**config.mk**
```make
export PLATFORM = sky130hd
export DESIGN_NAME = cond_unit_flat
export DESIGN_NICKNAME = d
export VERILOG_FILES = /design/src/rtl/cond_pkg.sv /design/src/rtl/cond_unit_if.sv /design/src/rtl/cond_check.sv /design/src/rtl/cond_unit.sv /design/src/flat_wrapper.sv
export SDC_FILE = /design/constraint.sdc
export NUM_CORES = 1
export LEC_CHECK = 0
export CORE_MARGIN = 2
export CORE_UTILIZATION = 51
export CTS_BUF_LIST = sky130_fd_sc_hd__clkbuf_8
export CTS_CLUSTER_DIAMETER = 50
export DETAILED_ROUTE_END_ITERATION = 7
export PLACE_DENSITY = 0.88
export SYNTH_ARGS = -nofsm -noshare
export SYNTH_HDL_FRONTEND = slang
export SYNTH_HIERARCHICAL = 1
export SYNTH_SLANG_ARGS = --single-unit
```
**constraint.sdc**
```tcl
create_clock -name clk -period 3.99 [get_ports clk]
set_clock_uncertainty 0.15 [all_clocks]
set_input_delay 0.798 -clock clk [delete_from_list [all_inputs] [get_ports clk]]
set_output_delay 0.798 -clock clk [all_outputs]
set_load 0.02 [all_outputs]
```
**src/rtl/cond_pkg.sv**
```systemverilog
// Shared definitions for the condition/flags stage: condition codes,
// NZCV bit positions, flag-write masks and the partial flag-merge helper.
package cond_pkg;

    typedef enum logic [3:0] {
        EQ = 4'b0000,
        NE = 4'b0001,
        CS = 4'b0010,
        CC = 4'b0011,
        MI = 4'b0100,
        PL = 4'b0101,
        VS = 4'b0110,
        VC = 4'b0111,
        HI = 4'b1000,
        LS = 4'b1001,
        GE = 4'b1010,
        LT = 4'b1011,
        GT = 4'b1100,
        LE = 4'b1101,
        AL = 4'b1110,
        NV = 4'b1111
    } cond_e;

    localparam int N_IDX = 3;
    localparam int Z_IDX = 2;
    localparam int C_IDX = 1;
    localparam int V_IDX = 0;

    localparam logic [1:0] FW_NZ = 2'b10;
    localparam logic [1:0] FW_CV = 2'b01;

    // N,Z and C,V are written as independent pairs so that logical ops
    // can leave the carry/overflow from an earlier arithmetic op intact.
    function automatic logic [3:0] merge_flags(input logic [3:0] cur,
                                               input logic [3:0] nxt,
                                               input logic [1:0] fw);
        logic [3:0] res;
        res = cur;
        if ((fw & FW_NZ) != 2'b00) begin
            res[N_IDX] = nxt[N_IDX];
            res[Z_IDX] = nxt[Z_IDX];
        end
        if ((fw & FW_CV) != 2'b00) begin
            res[C_IDX] = nxt[C_IDX];
            res[V_IDX] = nxt[V_IDX];
        end
        return res;
    endfunction

endpackage

```
**src/rtl/cond_unit_if.sv**
```systemverilog
// Bundle of the decoder/ALU inputs and the gated outputs of the
// condition stage. The pipeline side drives through master, the stage
// itself sits on slave.
interface cond_unit_if #(parameter int CNT_W = 32);

    logic             valid_in;
    logic             stall;
    logic             flush;
    logic [3:0]       cond;
    logic [1:0]       flag_write;
    logic [3:0]       alu_flags;
    logic             reg_write_in;
    logic             mem_write_in;
    logic             pc_src_in;
    logic             no_write_in;

    logic [3:0]       flags;
    logic             cond_ex;
    logic             valid_out;
    logic             reg_write;
    logic             mem_write;
    logic             pc_src;
    logic [CNT_W-1:0] cnt_exec;
    logic [CNT_W-1:0] cnt_skip;

    modport master (
        output valid_in, stall, flush, cond, flag_write, alu_flags,
               reg_write_in, mem_write_in, pc_src_in, no_write_in,
        input  flags, cond_ex, valid_out, reg_write, mem_write, pc_src,
               cnt_exec, cnt_skip
    );

    modport slave (
        input  valid_in, stall, flush, cond, flag_write, alu_flags,
               reg_write_in, mem_write_in, pc_src_in, no_write_in,
        output flags, cond_ex, valid_out, reg_write, mem_write, pc_src,
               cnt_exec, cnt_skip
    );

endinterface

```
**src/rtl/cond_check.sv**
```systemverilog
// Pure combinational ARM condition-field evaluator. Kept free of any
// state so the same block can be dropped into a branch-prediction check.
module cond_check
    import cond_pkg::*;
(
    input  logic [3:0] cond,
    input  logic [3:0] flags,
    output logic       cond_ex
);

    logic n_f;
    logic z_f;
    logic c_f;
    logic v_f;

    assign n_f = flags[N_IDX];
    assign z_f = flags[Z_IDX];
    assign c_f = flags[C_IDX];
    assign v_f = flags[V_IDX];

    // Decode the condition code against the current NZCV bits.
    always_comb begin
        cond_ex = 1'b1;
        case (cond_e'(cond))
            EQ:      cond_ex = z_f;
            NE:      cond_ex = ~z_f;
            CS:      cond_ex = c_f;
            CC:      cond_ex = ~c_f;
            MI:      cond_ex = n_f;
            PL:      cond_ex = ~n_f;
            VS:      cond_ex = v_f;
            VC:      cond_ex = ~v_f;
            HI:      cond_ex = c_f & ~z_f;
            LS:      cond_ex = ~c_f | z_f;
            GE:      cond_ex = (n_f == v_f);
            LT:      cond_ex = (n_f != v_f);
            GT:      cond_ex = ~z_f & (n_f == v_f);
            LE:      cond_ex = z_f | (n_f != v_f);
            AL:      cond_ex = 1'b1;
            NV:      cond_ex = 1'b1;
            default: cond_ex = 1'b1;
        endcase
    end

endmodule

```
**src/rtl/cond_unit.sv**
```systemverilog
// Condition/flags stage after the ALU: owns the NZCV register, gates the
// decoder write strobes with the instruction's condition, registers them
// for memory/writeback and counts executed versus squashed instructions.
module cond_unit
    import cond_pkg::*;
#(
    parameter int CNT_W = 32
) (
    input  logic        clk,
    input  logic        reset_n,
    cond_unit_if.slave  bus
);

    logic [3:0]       flags_q;
    logic             valid_q;
    logic             reg_write_q;
    logic             mem_write_q;
    logic             pc_src_q;
    logic [CNT_W-1:0] cnt_exec_q;
    logic [CNT_W-1:0] cnt_skip_q;
    logic             cond_ex;
    logic             fire;

    // Condition is judged against the flags as they stand before this
    // edge, so a flag-setting instruction only affects its successor.
    cond_check u_check (
        .cond    (bus.cond),
        .flags   (flags_q),
        .cond_ex (cond_ex)
    );

    assign fire = bus.valid_in & cond_ex & ~bus.flush & ~bus.stall;

    // Stage registers: reset beats flush beats stall beats normal update.
    always_ff @(posedge clk) begin
        if (!reset_n) begin
            flags_q     <= 4'b0000;
            valid_q     <= 1'b0;
            reg_write_q <= 1'b0;
            mem_write_q <= 1'b0;
            pc_src_q    <= 1'b0;
            cnt_exec_q  <= '0;
            cnt_skip_q  <= '0;
        end else if (bus.flush) begin
            valid_q     <= 1'b0;
            reg_write_q <= 1'b0;
            mem_write_q <= 1'b0;
            pc_src_q    <= 1'b0;
        end else if (!bus.stall) begin
            if (fire) begin
                flags_q <= merge_flags(flags_q, bus.alu_flags, bus.flag_write);
            end
            valid_q     <= bus.valid_in;
            reg_write_q <= fire & bus.reg_write_in & ~bus.no_write_in;
            mem_write_q <= fire & bus.mem_write_in;
            pc_src_q    <= fire & bus.pc_src_in;
            if (bus.valid_in) begin
                if (cond_ex) begin
                    cnt_exec_q <= cnt_exec_q + CNT_W'(1);
                end else begin
                    cnt_skip_q <= cnt_skip_q + CNT_W'(1);
                end
            end
        end
    end

    assign bus.flags     = flags_q;
    assign bus.cond_ex   = cond_ex;
    assign bus.valid_out = valid_q;
    assign bus.reg_write = reg_write_q;
    assign bus.mem_write = mem_write_q;
    assign bus.pc_src    = pc_src_q;
    assign bus.cnt_exec  = cnt_exec_q;
    assign bus.cnt_skip  = cnt_skip_q;

endmodule

```
**src/flat_wrapper.sv**
```systemverilog
// flat-port wrapper written by rule: the top's interface ports become plain ports
module cond_unit_flat import cond_pkg::*;
#(
    parameter int CNT_W = 32
)
  (clk, reset_n, bus_valid_in, bus_stall, bus_flush, bus_cond, bus_flag_write, bus_alu_flags, bus_reg_write_in, bus_mem_write_in, bus_pc_src_in, bus_no_write_in, bus_flags, bus_cond_ex, bus_valid_out, bus_reg_write, bus_mem_write, bus_pc_src, bus_cnt_exec, bus_cnt_skip);
  cond_unit_if #(.CNT_W(CNT_W)) bus_i ();
  input  logic clk;
  input  logic reset_n;
  input wire logic [$bits(bus_i.valid_in)-1:0] bus_valid_in;
  input wire logic [$bits(bus_i.stall)-1:0] bus_stall;
  input wire logic [$bits(bus_i.flush)-1:0] bus_flush;
  input wire logic [$bits(bus_i.cond)-1:0] bus_cond;
  input wire logic [$bits(bus_i.flag_write)-1:0] bus_flag_write;
  input wire logic [$bits(bus_i.alu_flags)-1:0] bus_alu_flags;
  input wire logic [$bits(bus_i.reg_write_in)-1:0] bus_reg_write_in;
  input wire logic [$bits(bus_i.mem_write_in)-1:0] bus_mem_write_in;
  input wire logic [$bits(bus_i.pc_src_in)-1:0] bus_pc_src_in;
  input wire logic [$bits(bus_i.no_write_in)-1:0] bus_no_write_in;
  output wire logic [$bits(bus_i.flags)-1:0] bus_flags;
  output wire logic [$bits(bus_i.cond_ex)-1:0] bus_cond_ex;
  output wire logic [$bits(bus_i.valid_out)-1:0] bus_valid_out;
  output wire logic [$bits(bus_i.reg_write)-1:0] bus_reg_write;
  output wire logic [$bits(bus_i.mem_write)-1:0] bus_mem_write;
  output wire logic [$bits(bus_i.pc_src)-1:0] bus_pc_src;
  output wire logic [$bits(bus_i.cnt_exec)-1:0] bus_cnt_exec;
  output wire logic [$bits(bus_i.cnt_skip)-1:0] bus_cnt_skip;
  assign bus_i.valid_in = bus_valid_in;
  assign bus_i.stall = bus_stall;
  assign bus_i.flush = bus_flush;
  assign bus_i.cond = bus_cond;
  assign bus_i.flag_write = bus_flag_write;
  assign bus_i.alu_flags = bus_alu_flags;
  assign bus_i.reg_write_in = bus_reg_write_in;
  assign bus_i.mem_write_in = bus_mem_write_in;
  assign bus_i.pc_src_in = bus_pc_src_in;
  assign bus_i.no_write_in = bus_no_write_in;
  assign bus_flags = bus_i.flags;
  assign bus_cond_ex = bus_i.cond_ex;
  assign bus_valid_out = bus_i.valid_out;
  assign bus_reg_write = bus_i.reg_write;
  assign bus_mem_write = bus_i.mem_write;
  assign bus_pc_src = bus_i.pc_src;
  assign bus_cnt_exec = bus_i.cnt_exec;
  assign bus_cnt_skip = bus_i.cnt_skip;
  cond_unit #(.CNT_W(CNT_W)) u_core (.clk(clk), .reset_n(reset_n), .bus(bus_i));
endmodule
```
==> summary by stage <==
STA
The share of the cycle needed by the critical path after routing is 0.930. The clock period minus final worst setup slack is 3.71 ns. The top achievable clock speed is 0.269 GHz.

The total setup violations reported at the end of the flow is 0. The final count of hold timing violations was 0. Setup repair after global routing left no endpoint under its margin. For the pin with the worst max-slew slack, the measured transition is 0.838 ns.

The max-slew violation total from the final report was 0. Measured against its own limit, the worst slew margin works out to 0.436.

Placement
The number of I/O port buffers is 91. The wire-length estimate of the detail-placed layout is 6880 um. The placed instances occupy a cell area of 4710 sq um.

The placer's final routability congestion estimate is 0.863.

Floorplan
The initial core utilization is 0.530. The core area is 6870 sq um. The area of the die is 7830 sq um. Measured along the x axis, the die boundary spans 88.5 um. The placement row count is 30. The top-level port count is 92.

The vertical die dimension is 88.5 um.

Critical path
The end point of the critical path is u_core/bus.cnt_exec[25]$_SDFFE_PN0P_. The category of the worst setup path capture point is a register. The slack of the worst reg-to-reg path is 0.93 ns.

Counting cells, the worst reg-to-reg path comes to 10. The critical path arrival is 3.76 ns. The startpoint of the worst register-to-register path is u_core/bus.flags[0]$_SDFFE_PN0P_.

The worst setup path is of the input port to register kind. Of all nets on the critical path, the largest fanout is 19. The worst register-to-register path ends at u_core/bus.cnt_exec[25]$_SDFFE_PN0P_. The data required time at the worst endpoint is 4.04 ns. STA classifies the critical path startpoint as an input port.

The worst setup path startpoint is bus_cond[3].

Layout
The synthesis-to-layout area growth is 33.4%. The final instance area is 4860 sq um. The fraction of final layout cells sized beyond drive strength 1 is 0.0690.

At the end of the flow the core is filled with cells to 0.707. The number of antenna diodes in the final layout is 0. The final net count is 555.

GRT
The via count of the first global-routing pass is 3399. The initial antenna violation count is 0. Summed over all layers, the global routing overflow is 0. The first global-routing pass estimated 15800 um of wire. The global-route total usage across every layer is 0.252. Entering global routing, the biggest net connects 54 pins.

Detailed routing
Detailed routing inserted a total of 3765 vias. Before antenna repair, the detailed router went through 4 iterations. The detailed router finished its first iteration with 285 violations.

The routed wirelength normalized by instance count is 15.6 um. The final antenna-violating net count is 0. The final layout contains routed wiring with a total length of 9860 um. The post-route DRC violation count is 0. After detailed routing, the number of vias per cell comes to 5.96.

Yosys
Counting flops and latches in the post-synthesis netlist gives 72. Synthesis produced a netlist whose cell count is 436. The mean cell area of the mapped netlist is 8.35 sq um. The number of enable flip-flop cells after synthesis is 0. The most instantiated flip-flop cell in the synthesis netlist is sky130_fd_sc_hd__dfxtp_1. Summing every instance area after synthesis gives 3640 sq um. The unique cell type count in the Yosys netlist is 47.

Counting every net in the synthesized netlist gives 457. The warning count from the yosys run is 6. The fraction of registers with async set or reset after synthesis is 0. The share of the Yosys chip area taken by registers is 0.396.

Clock tree
The clock root buffer master is sky130_fd_sc_hd__clkbuf_8. The post-CTS setup repair buffer count is 0. The total clock sinks is 72. The clock passes through at most 2 buffers.

The number of H-tree branching levels is 3. The insertion delay to the later sink of the worst-skew pair is 0.34 ns. TritonCTS built the clock tree. After clock tree synthesis, the clock-pin slew on the worst setup and hold paths is 0.07 ns. The number of buffers inserted during clock tree synthesis is 9.

Run status
The flow ran to the end, and the final reports show no timing, DRC or antenna violations.

Pwr
The leakage power figure is 1.55 nW. The ratio of total power to cell area is 262 nW/um^2. The maximum VDD drop is 0.164 mV.

Hold path
The worst hold path belongs to the class register to register. The startpoint identified for the worst hold timing path is u_core/bus.valid_out$_SDFFE_PP0N_.

Job
The number of max-cap violations is 0.
Yosys cell counts, types with 3 or more instances:
cell type	instances	area share
sky130_fd_sc_hd__nand2_1	43	0.044
sky130_fd_sc_hd__a21oi_1	43	0.059
sky130_fd_sc_hd__clkbuf_1	16	0.016
sky130_fd_sc_hd__o21ai_0	12	0.016
sky130_fd_sc_hd__nor4_1	10	0.017
sky130_fd_sc_hd__nor3_1	7	0.0096
sky130_fd_sc_hd__a22oi_1	3	0.0062
sky130_fd_sc_hd__inv_1	10	0.010
sky130_fd_sc_hd__and4_1	7	0.017
sky130_fd_sc_hd__xnor2_1	18	0.043
sky130_fd_sc_hd__nand3_1	21	0.029
sky130_fd_sc_hd__and3_1	5	0.0086
sky130_fd_sc_hd__dfxtp_1	72	0.40
sky130_fd_sc_hd__nand2b_1	13	0.022
sky130_fd_sc_hd__or4_1	24	0.049
sky130_fd_sc_hd__nand4_1	23	0.040
sky130_fd_sc_hd__o31ai_1	21	0.043
sky130_fd_sc_hd__mux2i_1	9	0.025
sky130_fd_sc_hd__or3_1	15	0.026
sky130_fd_sc_hd__nor2_1	26	0.027
sky130_fd_sc_hd__xor2_1	5	0.012
where the power goes:
group	switching (mW)	internal, mW	total [mW]
logic	0.0484	0.0441	0.0925
registers	0.00321	0.720	0.724
clock network	0.251	0.209	0.459
metal layers:
metal	part of all wire	global-route usage	up-vias	wire length (um)
met5	0	0	-	0
met4	0.0050	0.0537	0	49
met3	0.066	0.0606	11	648
met2	0.50	0.433	140	4890
met1	0.43	0.324	1791	4270
li1	-	-	1823	-
layout by cell type (no fill, tap or decap), drive strengths merged, types with 4 or more instances in the layout:
master and n:
a21oi 43, a22oi 4, and3 5, and4 7
buf 18, clkbuf 9, clkdlybuf4s50 90, dfxtp 72
inv 13, mux2i 9, nand2 43, nand2b 13
nand3 21, nand4 23, nor2 26, nor3 7
nor4 10, o21ai 13, o31ai 21, or3 15
or4 25, xnor2 18, xor2 5
stage by stage:
step / total power, mW / setup TNS, ns / worst slack [ns] / std cells / hold WS [ns]
2_1_floorplan: 0.787 / 0 / 0.266 / 436 / 0.390
3_3_place_gp: 0.828 / -0.183 / -0.0260 / 619 / 0.306
3_5_place_dp: 0.831 / -1.62 / -0.149 / 619 / 0.326
4_1_cts: 1.28 / 0 / 0.115 / 632 / 0.337
5_1_grt: 1.32 / 0 / 0.141 / 632 / 0.372
6_report: 1.28 / 0 / 0.279 / 632 / 0.336
cell type report:
| type | instances | area (sq um) |
|---|---|---|
| clock buffer | 9 | 124 |
| clock inverter | 4 | 17.5 |
| fill | 553 | 2010 |
| inverter | 11 | 41.3 |
| multi-input combinational | 331 | 2070 |
| sequential | 72 | 1440 |
| tap | 96 | 120 |
| timing repair buffer | 109 | 1050 |
registers in the layout (all words and copies together) (netlist names):
name	count
u_core/bus.cnt_exec	32
u_core/bus.cnt_skip	32
u_core/bus.flags	4
u_core/bus.mem_write	1
u_core/bus.pc_src	1
u_core/bus.reg_write	1
u_core/bus.valid_out	1
timing repair:
item,4_1_cts,5_1_grt
setup endpoints to repair,1,1
hold buffers,0,0
resized for setup,1,1
cloned,0,0
logic make-up after synthesis:
kind of cell	after synthesis	share of synthesized area
adders and majority gates	2	0.00687
DFF	72	0.396
AOI/OAI and AO/OA	88	0.147
and+or+nand+nor	209	0.331
buffers and inverters	33	0.0395
xor gates and xnor gates	23	0.0553
muxes	9	0.0247
worst min-delay path by stage:
stage	end	slack, ns	cells past startpoint
floorplan	u_core/bus.cnt_skip[31]$_SDFFE_PN0P_	0.39	2
global placement	u_core/bus.cnt_skip[31]$_SDFFE_PN0P_	0.31	2
detailed placement	u_core/bus.cnt_skip[31]$_SDFFE_PN0P_	0.33	2
CTS	u_core/bus.valid_out$_SDFFE_PP0N_	0.34	2
global route	u_core/bus.cnt_exec[30]$_SDFFE_PN0P_	0.37	2
finish	u_core/bus.valid_out$_SDFFE_PP0N_	0.34	2
critical path, stage by stage:
cell	delay (ns)
sky130_fd_sc_hd__clkdlybuf4s50_1	0.57
sky130_fd_sc_hd__inv_2	0.05
sky130_fd_sc_hd__or4_1	0.49
sky130_fd_sc_hd__nand2_1	0.11
sky130_fd_sc_hd__a22oi_1	0.09
sky130_fd_sc_hd__o21ai_2	0.18
sky130_fd_sc_hd__nand3b_4	0.12
sky130_fd_sc_hd__or4_4	0.65
sky130_fd_sc_hd__buf_4	0.19
sky130_fd_sc_hd__o311ai_1	0.35
sky130_fd_sc_hd__o41ai_1	0.14
(Power assumes the default switching activity.)
